File: src/rtl/nic_pkg.sv
// Shared constants and types for the NIC register window and its two channel buffers.
package nic_pkg;

  localparam int DATA_WIDTH_DEF = 64;
  localparam int ADDR_WIDTH_DEF = 2;
  localparam int VC_BIT_DEF     = 0;

  localparam logic [1:0] NIC_ADDR_IN_BUF   = 2'b00;
  localparam logic [1:0] NIC_ADDR_IN_STAT  = 2'b01;
  localparam logic [1:0] NIC_ADDR_OUT_BUF  = 2'b10;
  localparam logic [1:0] NIC_ADDR_OUT_STAT = 2'b11;

  typedef enum logic {
    CH_EMPTY = 1'b0,
    CH_FULL  = 1'b1
  } chan_state_t;

  // Status words carry the flag in the least significant bit, all else zero.
  function automatic logic [0:DATA_WIDTH_DEF-1] status_word(input logic flag);
    logic [0:DATA_WIDTH_DEF-1] w;
    w = '0;
    w[DATA_WIDTH_DEF-1] = flag;
    return w;
  endfunction

endpackage

File: src/rtl/nic_channel_buffer.sv
// One-entry channel register with an EMPTY/FULL flag, loaded and drained by strobes.
//   state    | meaning
//   CH_EMPTY | slot free, load captures d
//   CH_FULL  | slot holds q, drain frees it (q keeps its value)
module nic_channel_buffer
  import nic_pkg::*;
#(
  parameter int DATA_WIDTH = DATA_WIDTH_DEF
) (
  input  logic                  clk,
  input  logic                  reset,
  input  logic                  load,
  input  logic                  drain,
  input  logic [0:DATA_WIDTH-1] d,
  output logic [0:DATA_WIDTH-1] q,
  output logic                  full
);

  chan_state_t state;

  always_ff @(posedge clk or posedge reset) begin
    if (reset) begin
      state <= CH_EMPTY;
      q     <= '0;
    end else begin
      case (state)
        CH_EMPTY: begin
          if (load) begin
            q     <= d;
            state <= CH_FULL;
          end
        end
        CH_FULL: begin
          if (drain) state <= CH_EMPTY;
        end
        default: state <= CH_EMPTY;
      endcase
    end
  end

  assign full = (state == CH_FULL);

endmodule

File: src/rtl/nic_interface.sv
// NIC between the processor register window and a mesh router port; one-entry
// buffers each way, outbound injection gated by virtual-channel polarity.
module nic_interface
  import nic_pkg::*;
#(
  parameter int DATA_WIDTH = DATA_WIDTH_DEF,
  parameter int ADDR_WIDTH = ADDR_WIDTH_DEF,
  parameter int VC_BIT     = VC_BIT_DEF
) (
  input  logic                  clk,
  input  logic                  reset,
  input  logic [0:ADDR_WIDTH-1] addr,
  input  logic [0:DATA_WIDTH-1] d_in,
  output logic [0:DATA_WIDTH-1] d_out,
  input  logic                  nicEn,
  input  logic                  nicWrEn,
  input  logic                  net_si,
  output logic                  net_ri,
  input  logic [0:DATA_WIDTH-1] net_di,
  output logic                  net_so,
  input  logic                  net_ro,
  output logic [0:DATA_WIDTH-1] net_do,
  input  logic                  net_polarity
);

  logic                  rd_en;
  logic                  wr_en;
  logic                  in_load;
  logic                  in_drain;
  logic                  in_full;
  logic [0:DATA_WIDTH-1] in_buf;
  logic                  out_load;
  logic                  out_full;
  logic [0:DATA_WIDTH-1] out_buf;

  assign rd_en = nicEn & ~nicWrEn;
  assign wr_en = nicEn & nicWrEn;

  // A drain and a router accept never coincide: the accept needs the slot empty.
  assign in_load  = net_si & net_ri;
  assign in_drain = rd_en & (addr == NIC_ADDR_IN_BUF);

  nic_channel_buffer #(.DATA_WIDTH(DATA_WIDTH)) u_in_chan (
    .clk   (clk),
    .reset (reset),
    .load  (in_load),
    .drain (in_drain),
    .d     (net_di),
    .q     (in_buf),
    .full  (in_full)
  );

  // A write landing on the send edge sees the slot still full and is dropped.
  assign out_load = wr_en & (addr == NIC_ADDR_OUT_BUF);

  nic_channel_buffer #(.DATA_WIDTH(DATA_WIDTH)) u_out_chan (
    .clk   (clk),
    .reset (reset),
    .load  (out_load),
    .drain (net_so),
    .d     (d_in),
    .q     (out_buf),
    .full  (out_full)
  );

  assign net_ri = ~in_full;
  assign net_so = out_full & net_ro & (out_buf[VC_BIT] == net_polarity);
  assign net_do = out_full ? out_buf : '0;

  always_comb begin
    d_out = '0;
    if (rd_en) begin
      case (addr)
        NIC_ADDR_IN_BUF:   d_out = in_buf;
        NIC_ADDR_IN_STAT:  d_out = status_word(in_full);
        NIC_ADDR_OUT_STAT: d_out = status_word(out_full);
        default:           d_out = '0;
      endcase
    end
  end

endmodule

File: config.mk
export PLATFORM = sky130hd
export DESIGN_NAME = nic_interface
export DESIGN_NICKNAME = d
export VERILOG_FILES = /design/src/rtl/nic_pkg.sv /design/src/rtl/nic_channel_buffer.sv /design/src/rtl/nic_interface.sv
export SDC_FILE = /design/constraint.sdc
export NUM_CORES = 1
export LEC_CHECK = 0
export CAP_MARGIN = 15
export CORE_MARGIN = 2
export CORE_UTILIZATION = 30
export DETAILED_ROUTE_END_ITERATION = 10
export GPL_ROUTABILITY_DRIVEN = 0
export MAX_ROUTING_LAYER = met4
export SYNTH_ARGS = -nofsm -noshare
export SYNTH_HDL_FRONTEND = slang
export SYNTH_SLANG_ARGS = --single-unit
File: constraint.sdc
create_clock -name clk -period 3.9 [get_ports clk]
set_clock_uncertainty 0.15 [all_clocks]
set_input_delay 0.585 -clock clk [delete_from_list [all_inputs] [get_ports clk]]
set_output_delay 0.585 -clock clk [all_outputs]
set_load 0.05 [all_outputs]
==> metrics.cfg <==
[detailed_routing]
drt_iter0_markers = 108
drt_pass1_iterations = 4
routed_wl_um = 15600
wl_per_cell_um = 16.2
dr_total_vias = 4162
drtAntennaViolNets = 0
drc_errors = 0
viasPerCell = 4.30

[grt]
grt_pass1_wl_um = 25300
antenna_found_initial = 0
grt.overflow.total = 0
grt_pass1_vias = 4612
grt_max_degree = 131
globalRouteTotalUtil = 0.157

[logic_synthesis]
yosysSeqAreaShare = 0.542
synth_nets = 565
synth.area.mux_share = 0.272
yosys.area_share.simple = 0.145
synth_seq_cells = 130
yosysTopAreaCell = dfrtp_1
synthAdderAreaFrac = 0
synth_top_family_by_area = multiplexers
syn-instance-count = 428
synth_cell_types = 21
ys_top_cells_by_area = dfrtp_1, mux2_2, and2_1, mux2_4, buf_12
synth_compound_area_frac = 0.00334
synth_xor_area_frac = 0.00146
synth.avg_cell_area_um2 = 14.0
syn_area_um2 = 6000
ys_warn_count = 0
synth_top_area_share = 0.542

[cells_and_area]
fin_area_um2 = 10100
areaGrowthSynthToFinish_pct = 68.5
drive_above_1_share = 0.329
final_nets = 828
n_antenna_cell = 0
fillers = 1684

[cts]
clkLatencyLatePin_ns = 0.41
cts_tree = yes
clk_pin_slew_ns = 0.06
cts_setup_buffers = 0
cts_buffer_depth = 2
cts_resized = 0
cts.sink_count = 130
htreeDepth = 4
holdBufCountCts = 0
numCtsBuffers = 17
root_buffer = clkbuf_16

[critical_path]
reg2regPathDepth = 3
r2r_end = u_out_chan.q[1]$_DFFE_PP0P_
cp_max_fo = 36
critPathKind = reg2out
worst_setup_path_end_kind = primary output
critPathArrivalTime_ns = 2.82
crit_path_start = u_out_chan.full$_DFF_PP0_
r2r-start = u_out_chan.full$_DFF_PP0_
r2r_slack_ns = 1.67
endpoint = net_do[33]
critPathLaunchType = flip-flop
crit_required_ns = 3.16

[sta]
fin_crit_ns = 3.55
hold_viol = 0
post-route-period-util = 0.911
maxSlewHeadroom = 0.335
setup_violations = 0
rsz0062_at_grt = false
fin_tns_setup_ns = 0
slew_viol_final = 0
tightest_slew_ns = 0.997
max_freq_mhz = 281

[power]
pwr_density_cell_nw_per_um2 = 713
p_leak_nw = 4.23
total_power_mw = 7.21
peakVddDrop_mv = 0.527

[die]
num_io_pins = 267
rows = 51
core_area_um2 = 19500
die_x_um = 145
die_area_um2 = 21200
initial_core_util = 0.307
die-height_um = 145

[placement]
place_area_um2 = 9500
dpl.hpwl_um = 11100
portBuffers = 266

[job]
max_cap_viol_count = 0

[min_path]
holdCritPathClass = reg2reg

[outcome]
status = complete, no violations

[area by class of cell]
| cell class | count | area, µm² | area share |
|---|---|---|---|
| sequential | 130 | 3250 | 0.322 |
| clock inverter | 9 | 129 | 0.0127 |
| clock buffer | 22 | 484 | 0.0479 |
| tap | 265 | 332 | 0.0328 |
| multi-input combinational | 268 | 2540 | 0.251 |
| timing repair buffer | 271 | 3360 | 0.332 |
| inverter | 3 | 15.0 | 0.00148 |
[cell families after synthesis]
family                    after synthesis
AOI/OAI and AO/OA                       3
xor gates and xnor gates                1
buffers and inverters                  30
DFF                                   130
muxes                                 129
and+or+nand+nor                       135
[how the worst min path moves through the flow]
| stage | cells past startpoint | slack [ns] | start | end |
|---|---|---|---|---|
| after floorplan | 1 | 0.32 | u_in_chan.q[27]$_DFFE_PP0P_ | u_in_chan.q[27]$_DFFE_PP0P_ |
| final | 1 | 0.34 | u_in_chan.q[51]$_DFFE_PP0P_ | u_in_chan.q[51]$_DFFE_PP0P_ |
| after global routing | 1 | 0.35 | u_in_chan.q[52]$_DFFE_PP0P_ | u_in_chan.q[52]$_DFFE_PP0P_ |
| after global placement | 1 | 0.33 | u_in_chan.q[62]$_DFFE_PP0P_ | u_in_chan.q[62]$_DFFE_PP0P_ |
| after detailed placement | 1 | 0.34 | u_in_chan.q[51]$_DFFE_PP0P_ | u_in_chan.q[51]$_DFFE_PP0P_ |
| after CTS | 1 | 0.35 | u_in_chan.q[52]$_DFFE_PP0P_ | u_in_chan.q[52]$_DFFE_PP0P_ |
[placed cells by master, fill, tap and decap left out, types with 2 or more instances in the layout]
cell type and instances:
clkdlybuf4s50_1 203, dfrtp_1 130, and2_1 127, mux2_2 79
buf_12 65, mux2_4 49, clkbuf_16 17, clkbuf_8 4
clkinvlp_4 3, clkinv_2 3, bufinv_16 3, buf_4 3
nor3_4 2, inv_1 2, o21bai_1 2
[synthesized netlist by cell type]
cell type	count
nand2b_4	1
buf_12	5
clkbuf_1	13
nand3_1	1
mux2_4	49
and2_1	127
inv_1	3
nor2b_1	1
nor3_4	2
xnor2_1	1
buf_6	1
and3b_1	1
buf_2	7
nand2_1	1
dfrtp_1	130
and3_1	1
mux2i_1	1
buf_4	1
o21ai_0	1
o21bai_1	2
mux2_2	79
[registers in the layout, indices dropped and copies added, names as in the netlist]
name and count:
u_in_chan.full 1, u_out_chan.full 1, u_in_chan.q 64, u_out_chan.q 64
[critical path: stages (launching register included)]
cell             delay, ns
dfrtp_1               0.99
buf_4                 0.41
and2_1                0.17
clkdlybuf4s50_1       0.82
[power by group]
group / total [mW] / internal, mW / switching (mW)
logic: 3.14 / 1.52 / 1.62
registers: 2.43 / 2.03 / 0.400
clock network: 1.64 / 1.07 / 0.577
[stage by stage]
step | hold WS (ns) | std cells | worst slack (ns) | util
after global routing | 0.353 | 968 | 0.114 | 0.518
after floorplan | 0.322 | 428 | 1.53 | -
after global placement | 0.330 | 937 | 0.830 | 0.486
after detailed placement | 0.337 | 937 | 0.737 | 0.486
final | 0.344 | 968 | 0.347 | 0.518
after CTS | 0.350 | 968 | 0.268 | 0.518
[layer usage]
metal / vias to the layer above / share of wire / global-route usage
met2: 185 / 0.46 / 0.236
met4: 0 / 0.015 / 0.0554
li1: 1947 / - / -
met3: 15 / 0.074 / 0.0571
met5: - / 0 / -
met1: 2015 / 0.45 / 0.195
(Power assumes the default switching activity.)
